**config.mk**
```make
export PLATFORM = sky130hd
export DESIGN_NAME = rns2bin_crt_seq_flat
export DESIGN_NICKNAME = d
export VERILOG_FILES = /design/src/rtl/rns2bin_crt_if.sv /design/src/rtl/rns2bin_crt_seq.sv /design/src/flat_wrapper.sv
export SDC_FILE = /design/constraint.sdc
export NUM_CORES = 1
export LEC_CHECK = 0
export CORE_MARGIN = 10
export CORE_UTILIZATION = 56
export CTS_BUF_LIST = sky130_fd_sc_hd__clkbuf_16
export CTS_CLUSTER_DIAMETER = 120
export CTS_CLUSTER_SIZE = 10
export DETAILED_ROUTE_END_ITERATION = 8
export HOLD_SLACK_MARGIN = 0.12
export PLACE_DENSITY = 0.87
export SYNTH_ARGS = -nofsm -noshare
export SYNTH_HDL_FRONTEND = slang
export SYNTH_SLANG_ARGS = --single-unit
export TNS_END_PERCENT = 10
```
**constraint.sdc**
```tcl
create_clock -name clk -period 4.59 [get_ports clk]
set_input_delay 0.918 -clock clk [delete_from_list [all_inputs] [get_ports clk]]
set_output_delay 0.918 -clock clk [all_outputs]
set_load 0.01 [all_outputs]
```
**src/rtl/rns2bin_crt_if.sv**
```systemverilog
// Handshake bundle for the RNS-to-binary converter: residue word in, signed binary result out.
// Both sides use valid/ready: a transfer happens on a rising edge where valid && ready; valid
// holds its data stable until then, and neither ready nor valid depends combinationally on the other.
interface rns2bin_crt_if #(
   parameter int OUT_W = 32
);
   logic             in_valid;
   logic             in_ready;
   logic [2:0]       r_mod_1;
   logic [2:0]       r_mod_2;
   logic [2:0]       r_mod_3;
   logic [2:0]       r_mod_4;
   logic             out_valid;
   logic             out_ready;
   logic [OUT_W-1:0] n_out;
   logic             err;

   modport master (
      output in_valid, r_mod_1, r_mod_2, r_mod_3, r_mod_4, out_ready,
      input  in_ready, out_valid, n_out, err
   );

   modport slave (
      input  in_valid, r_mod_1, r_mod_2, r_mod_3, r_mod_4, out_ready,
      output in_ready, out_valid, n_out, err
   );
endinterface

```
**src/rtl/rns2bin_crt_seq.sv**
```systemverilog
// Sequential CRT converter, moduli {3,5,7,8} (M=840) -> signed value in -420..419.
// Optional residue range check enabled by defining RNS_RESIDUE_CHECK_EN.
module rns2bin_crt_seq #(
   parameter int OUT_W = 32,
   parameter int ACC_W = 12
) (
   input  logic                clk,
   input  logic                reset,
   rns2bin_crt_if.slave        bus,
   output logic [1:0]          dbg_state
);

   typedef enum logic [1:0] {IDLE = 2'd0, ACC = 2'd1, FIX = 2'd2, HOLD = 2'd3} state_t;

   localparam logic [ACC_W-1:0] W1 = ACC_W'(280);
   localparam logic [ACC_W-1:0] W2 = ACC_W'(336);
   localparam logic [ACC_W-1:0] W3 = ACC_W'(120);
   localparam logic [ACC_W-1:0] W4 = ACC_W'(105);

   state_t           state, state_next;
   logic [2:0]       r_q [4];
   logic [ACC_W-1:0] acc;
   logic [1:0]       idx;
   logic [OUT_W-1:0] n_q;
   logic             res_bad;
   logic [2:0]       r_sel;
   logic [ACC_W-1:0] w_sel;
   logic [ACC_W-1:0] term;
   logic [ACC_W-1:0] x_red;
   logic signed [ACC_W:0] x_signed;

`ifdef RNS_RESIDUE_CHECK_EN
   logic err_q;
   assign res_bad = (bus.r_mod_1 >= 3'd3) | (bus.r_mod_2 >= 3'd5) | (bus.r_mod_3 >= 3'd7);
   assign bus.err = err_q;
`else
   assign res_bad = 1'b0;
   assign bus.err = 1'b0;
`endif

   assign bus.in_ready  = (state == IDLE);
   assign bus.out_valid = (state == HOLD);
   assign bus.n_out     = n_q;
   assign dbg_state     = state;

   // One residue term per ACC cycle, selected by idx.
   always_comb begin
      r_sel = r_q[0];
      w_sel = W1;
      case (idx)
         2'd0: begin r_sel = r_q[0]; w_sel = W1; end
         2'd1: begin r_sel = r_q[1]; w_sel = W2; end
         2'd2: begin r_sel = r_q[2]; w_sel = W3; end
         default: begin r_sel = r_q[3]; w_sel = W4; end
      endcase
      term = ACC_W'(r_sel) * w_sel;
   end

   // Raw sum is below 4*840, so one of three fixed subtractions lands it in 0..839.
   always_comb begin
      x_red = acc;
      if (acc >= ACC_W'(2520))      x_red = acc - ACC_W'(2520);
      else if (acc >= ACC_W'(1680)) x_red = acc - ACC_W'(1680);
      else if (acc >= ACC_W'(840))  x_red = acc - ACC_W'(840);
      x_signed = $signed({1'b0, x_red});
      if (x_red >= ACC_W'(420)) x_signed = $signed({1'b0, x_red}) - $signed((ACC_W+1)'(840));
   end

   always_ff @(posedge clk) begin
      if (reset) state <= IDLE;
      else       state <= state_next;
   end

   always_comb begin
      state_next = state;
      case (state)
         IDLE: if (bus.in_valid) state_next = res_bad ? HOLD : ACC;
         ACC:  if (idx == 2'd3)  state_next = FIX;
         FIX:  state_next = HOLD;
         HOLD: if (bus.out_ready) state_next = IDLE;
         default: state_next = IDLE;
      endcase
   end

   always_ff @(posedge clk) begin
      if (reset) begin
         for (int i = 0; i < 4; i++) r_q[i] <= 3'd0;
         acc <= '0;
         idx <= 2'd0;
         n_q <= '0;
`ifdef RNS_RESIDUE_CHECK_EN
         err_q <= 1'b0;
`endif
      end else begin
         case (state)
            IDLE: if (bus.in_valid) begin
               r_q[0] <= bus.r_mod_1;
               r_q[1] <= bus.r_mod_2;
               r_q[2] <= bus.r_mod_3;
               r_q[3] <= bus.r_mod_4;
               acc    <= '0;
               idx    <= 2'd0;
`ifdef RNS_RESIDUE_CHECK_EN
               err_q  <= res_bad;
               if (res_bad) n_q <= '0;
`endif
            end
            ACC: begin
               acc <= acc + term;
               idx <= idx + 2'd1;
            end
            FIX: n_q <= OUT_W'(x_signed);
            default: ;
         endcase
      end
   end

endmodule

```
**src/flat_wrapper.sv**
```systemverilog
// flat-port wrapper written by rule: the top's interface ports become plain ports
module rns2bin_crt_seq_flat 
#(
   parameter int OUT_W = 32,
   parameter int ACC_W = 12
)
  (clk, reset, dbg_state, bus_in_valid, bus_r_mod_1, bus_r_mod_2, bus_r_mod_3, bus_r_mod_4, bus_out_ready, bus_in_ready, bus_out_valid, bus_n_out, bus_err);
  rns2bin_crt_if #(.OUT_W(OUT_W)) bus_i ();
  input  logic clk;
  input  logic reset;
  output logic [1:0] dbg_state;
  input wire logic [$bits(bus_i.in_valid)-1:0] bus_in_valid;
  input wire logic [$bits(bus_i.r_mod_1)-1:0] bus_r_mod_1;
  input wire logic [$bits(bus_i.r_mod_2)-1:0] bus_r_mod_2;
  input wire logic [$bits(bus_i.r_mod_3)-1:0] bus_r_mod_3;
  input wire logic [$bits(bus_i.r_mod_4)-1:0] bus_r_mod_4;
  input wire logic [$bits(bus_i.out_ready)-1:0] bus_out_ready;
  output wire logic [$bits(bus_i.in_ready)-1:0] bus_in_ready;
  output wire logic [$bits(bus_i.out_valid)-1:0] bus_out_valid;
  output wire logic [$bits(bus_i.n_out)-1:0] bus_n_out;
  output wire logic [$bits(bus_i.err)-1:0] bus_err;
  assign bus_i.in_valid = bus_in_valid;
  assign bus_i.r_mod_1 = bus_r_mod_1;
  assign bus_i.r_mod_2 = bus_r_mod_2;
  assign bus_i.r_mod_3 = bus_r_mod_3;
  assign bus_i.r_mod_4 = bus_r_mod_4;
  assign bus_i.out_ready = bus_out_ready;
  assign bus_in_ready = bus_i.in_ready;
  assign bus_out_valid = bus_i.out_valid;
  assign bus_n_out = bus_i.n_out;
  assign bus_err = bus_i.err;
  rns2bin_crt_seq #(.OUT_W(OUT_W), .ACC_W(ACC_W)) u_core (.clk(clk), .reset(reset), .bus(bus_i), .dbg_state(dbg_state));
endmodule
```
* Yosys cells after proc, flatten, opt, wreduce, memory -nomap -nowiden
Memory sizes are Yosys's and may differ from the RTL's.
Cells that the tools add are included.
** Word-level totals
- Bits in registers :: 29
- Bits in latches :: 0
- Memory bits (writable) :: 12
- Bits in read-only memories :: 0
- Input bits :: 16
- Output and inout port bits :: 37
- Logic and storage cells :: 58
- Memories kept :: 1
** Memories
- u_core.r_q :: depth 4, width 3, read ports 4, clocked after memory_dff 0, wr ports 4, RTL line rns2bin_crt_seq.sv:21 : logic [2:0] r_q [4];
** Cells by class
- $add $sub $neg :: 6
- Multiply operators :: 1
- Divide/modulo/power cells :: 0
- $lt $le $gt $ge :: 4
- Eq/ne operators :: 9
- Shift operators :: 0
- Mux-type cells :: 24
- Bitwise gates (word level) :: 4
- Reductions and logical operators :: 5
** Operators by type and width (number)
- $mux 12 :: 4
- $pmux 9 s3 :: 1
- $pmux 12 s2 :: 1
- $mux 13 :: 1
- $sub 12x10->13 const B :: 1
- $add 12x12->12 :: 1
- $ge 12x10->1 const B :: 1
- $ge 12x11->1 const B :: 1
- $ge 12x12->1 const B :: 1
- $ge 12x9->1 const B :: 1
- $mul 3x9->12 :: 1
- $mux 3 :: 4
- $sub 12x10->12 const B :: 1
- $sub 12x11->12 const B :: 1
- $sub 12x12->12 const B :: 1
- $pmux 3 s3 :: 1
- $eq 2x2->1 const B :: 4
- $mux 2 :: 4
- $pmux 2 s4 :: 1
- $mux 1 :: 6
- $eq 2x1->1 const B :: 2
- $logic_not 2->1 :: 2
- $ne 2x2->1 const B :: 2
- $or 1x1->1 :: 4
- other kinds (6) :: 6

* Logic depth before layout (Yosys ltp)
- Depth after elaboration :: 6
- Mapped depth :: 18
- Gate-level depth less buffers :: 18

* Worst setup path before layout
No wires, ideal clock.
- Path kind :: register -> register
- Start point :: reg u_core.idx[0]
- End point :: reg u_core.acc[11]
- Setup time :: 0.133 ns
- Arrival time :: 3.903 ns
- Required time :: 4.457 ns
- Path slack :: 0.554 ns
- Stages on the path, launching flop included :: 18
- Path buffers :: 0
- Clock period less this slack :: 4.036 ns
- Cell sequence :: dfxtp_1 > inv_1 > ha_1 > a222oi_1 > or2_2 > nor2b_1 > nor2_1 > fa_1 > inv_1 > fa_1 > inv_1 > ha_1 > a2111oi_0 > nor3_1 > a31oi_1 > xnor2_1 > o21a_1 > nor3_1
** Between the ends
- Word-level cells in the longest chain between the ends :: 5
- Elaborated cells on any way between the ends :: 8
- Classes of those cells :: 1 x add/sub; 1 x mul; 2 x eq/ne; 3 x mux; 1 x reduce/logical
** RTL lines
- start, declared :: RTL line rns2bin_crt_seq.sv:23 : logic [1:0] idx;
- start signal, assigned :: RTL line rns2bin_crt_seq.sv:110 : idx <= idx + 2'd1;
- $eq 2x2->1 (tied with other cells) :: RTL line rns2bin_crt_seq.sv:50 : case (idx)
- $pmux 3 s3 or $pmux 9 s3 (tied branches) :: RTL line rns2bin_crt_seq.sv:50
- $mul 3x9->12 (*) :: RTL line rns2bin_crt_seq.sv:56 : term = ACC_W'(r_sel) * w_sel;
- $add 12x12->12 (*) :: RTL line rns2bin_crt_seq.sv:109 : acc <= acc + term;
- $pmux 12 s2 (*) :: RTL line rns2bin_crt_seq.sv:95 : case (state)
- end signal, assigned :: RTL line rns2bin_crt_seq.sv:109
- end, declared :: RTL line rns2bin_crt_seq.sv:22 : logic [ACC_W-1:0] acc;
Mark *: on every way between the ends. The rest lies on a longest branch, timed or not.
A chain may end at the register's enable or synchronous reset.

* Worst setup path after layout
Same ends and word-level chain as after synthesis.

==> flow_summary.ini <==
[synth]
synth_edf_count = 12
synth_top_flop_cell = dfxtp_1
ys_ff_latch = 41
synthesis.yosys.warnings = 0
synth_nets = 484
synth_top_area_share_pct = 15.63
ffs_w_async_s_r_synth_pct = 0
synth_seq_area_share_pct = 25.33
netlist.top_cell.by_area = dfxtp_1
synth_area_per_cell_um2 = 8.803
syn_area_um2 = 3715
synth.cells.most_frequent = nor2_1 (50), ha_1 (38), inv_1 (33), dfxtp_1 (29)
count_leader_synth = nor2_1
yosys-top-cells-area = dfxtp_1 (16%), ha_1 (13%), edfxtp_1 (9.7%)
post_synth_inst_count = 422
synth_cell_types = 77

[clocking]
clkLatencyLatePin_ns = 0.29
clock_tree_from_tritoncts = yes
clkSlewWorstSetupHoldPaths_ns = 0.06
hold_buffers = 0
cts_sinks = 41
numCtsBuffers = 5
cts_max_level = 2
clk_root_buffer_cell = clkbuf_16
cts.path.max_buffers = 2

[critical_path]
critical_path.most_common_cell = inv_1
reg2reg_path_depth = 17
timing.critical_path.slowest_stage_cell = fa_1
critical_path.top_delay_family = adder cells
worst-path-max-fanout = 6
worstSetupPathDepth = 17
critPathBufInv = 3
cp_slowest_stage_delay_ns = 0.52
timing_worst_setup_path_type = reg2reg
cp_data_arrival_time_ns = 4.50
timing.critical_path.required_ns = 4.80
crit_chain = inv_1 > ha_1 > a222oi_1 > or2_2 > nor2b_1 > nor2_1 > fa_1 > inv_1 > fa_1 > inv_1 > ha_1 > a2111oi_2 > nor3_1 > a31oi_1 > xnor2_1 > a21oi_1 > nor3_1
worstSetupStartpointType = flip-flop
setup.worst_path.end_class = flip-flop

[power_and_ir_drop]
static-leakage-power_uw = 0.001732
comb_power_share_pct = 57.7
totalPowerFinal_uw = 2112
switchingPower_uw = 926.7
internal_dissipation_uw = 1186
pwr-share-seq_pct = 26.1
power.ir.vdd_worst_mv = 0.4043
share_clk_of_total_power_pct = 16.2
power.density_cell_area_nw_per_um2 = 498.0
sw_frac_of_total_pct = 43.87

[run]
cap_violations = 0

[finish]
design.final.nets = 507
insertedDiodeCount = 0
layout-drive-gt1-share_pct = 8.744
multi_input_combinational_cell_area_um2 = 2410
register_area_um2 = 942.2
postLayoutCellArea_um2 = 4242
area_delta_synth_final_pct = 14.18
fillerInstances = 493

[placed_design]
place.detailed.hpwl_um = 6664
placer_s_final_routability_congestion_estimate = 0.9800
post_dp_cell_area_um2 = 4080
port_buffers = 51

[timing]
period_minus_slack_ns = 4.289
report.final.hold_viol_count = 0
worst_slew_margin_rel_pct = 20.58
setup_viol_count_final = 0
layout_worst_path_cycle_share_pct = 93.43
grt_setup_unrepaired = false
fmax_mhz = 233.2
finalClockSkew_ns = 0.005195
tightest_slew_ns = 1.158
slew_violations = 0
fin_tns_setup_ns = 0

[detailed_routing]
num_vias = 3118
drt-wirelength-per-cell_um = 16.55
drt_first_pass_iters = 5
drc = 0
detail_route.wirelength_um = 8657
viasPerCell = 5.962
antenna_violating_nets_post_route = 0
violation_count_after_the_first_detailed_routing_iteration = 169

[global_routing]
antenna_found_initial = 0
gr-usage-met3_pct = 4.016
gr-max-usage-layer = met2
grt_pass1_wl_um = 14350
grt.overflow.total = 0
groute.usage.overall_pct = 16.71
largest_net_degree_at_the_start_of_global_routing = 24
groute.layer.met2.usage_pct = 27.88
grt_use_met1_pct = 20.59
number_of_global_route_vias_before_repair = 3084

[floorplan]
core_region_area_um2 = 6386
start_util_pct = 58.17
top_level_ports = 53
die_height_um = 101.4
placementRows = 29
die_width_um = 101.4
dieArea_um2 = 10290

[worst_hold_path]
hold_class = reg2reg
hold_depth = 2

[outcome]
run_status = finished clean
==> state kept, by name, indices dropped and copies added (netlist names) <==
signal	count
u_core.idx	2
u_core.bus.n_out	13
u_core.dbg_state	2
u_core.r_q	12
u_core.acc	12
==> layout make-up <==
class                      instances  area share (%)
tap                               77           2.271
clock buffer                       5           2.950
timing repair buffer              53           12.39
sequential                        41           22.21
multi-input combinational        311           56.81
clock inverter                     3          0.4425
inverter                          33           2.920
==> metrics by stage <==
stage	worst slack, ns	instances	util [%]	hold WS, ns
floorplan	0.5542	422	-	0.4977
global placement	0.3898	514	63.89	0.4667
detailed placement	0.1980	514	63.89	0.4808
CTS	0.1357	522	66.14	0.4885
global route	0.01871	523	66.42	0.5164
finish	0.3015	523	66.42	0.4864
==> what timing repair did <==
item | in CTS | in global routing
resized for setup | 0 | 4
setup endpoints to repair | 0 | 2
buffers inserted | 0 | 1
==> routing by layer <==
layer / part of all wire, % / vias up
met5: 0 / -
met4: 2.0 / 0
met3: 5.3 / 15
met2: 50 / 101
met1: 43 / 1491
li1: - / 1511
==> placed cells by master, fill, tap and decap left out, types with 6 or more instances in the layout <==
master           synthesis  routed
clkdlybuf4s50_1          0      51
nor2_1                  50      49
ha_1                    38      38
inv_1                   33      34
dfxtp_1                 29      28
a21oi_1                 20      20
nand2_1                 18      18
and2_1                  16      16
xnor2_1                 12      12
a22oi_1                 12      12
edfxtp_1                12      12
nand2b_1                 8       8
fa_1                     8       8
nor3_1                   7       7
o21ai_1                  6       6
==> final timing paths <==
| kind | startpoint | to | slack (ns) |
|---|---|---|---|
| worst min register to register | u_core.bus.n_out[10] | u_core.bus.n_out[10] | 0.49 |
| worst max-delay path | u_core.idx[0] | u_core.acc[11] | 0.30 |
| worst min-delay path | u_core.bus.n_out[10] | u_core.bus.n_out[10] | 0.49 |
| worst max register to register | u_core.idx[0] | u_core.acc[11] | 0.30 |
==> cells by family (layout without fill, tap and decap cells) <==
| family | count (synthesis) | count (layout) | share of synthesized area (%) |
|---|---|---|---|
| muxes | 6 | 6 | 1.751 |
| adders and majority gates | 46 | 46 | 17.11 |
| and+or+nand+nor | 139 | 139 | 19.84 |
| other | 1 | 1 | 0.1009 |
| AOI/OAI and AO/OA | 103 | 103 | 21.86 |
| DFF | 41 | 41 | 25.33 |
| xor gates and xnor gates | 16 | 16 | 3.975 |
| buffers and inverters | 70 | 94 | 10.04 |
==> tightest hold or removal path, delay by kind of cell (launching register included) <==
kind | cells | cell delay (ns)
DFF | 1 | 0.31
and+or+nand+nor | 1 | 0.08
AOI/OAI and AO/OA | 1 | 0.05
==> power by group through the flow <==
stage | clock network, uW | registers [uW] | logic, uW
2_1_floorplan | 0 | 530 | 926
3_3_place_gp | 0 | 554 | 1130
3_5_place_dp | 0 | 558 | 1180
4_1_cts | 345 | 551 | 1200
5_1_grt | 358 | 565 | 1360
6_report | 341 | 552 | 1220
Note: power is estimated with default switching activity, not from simulation.
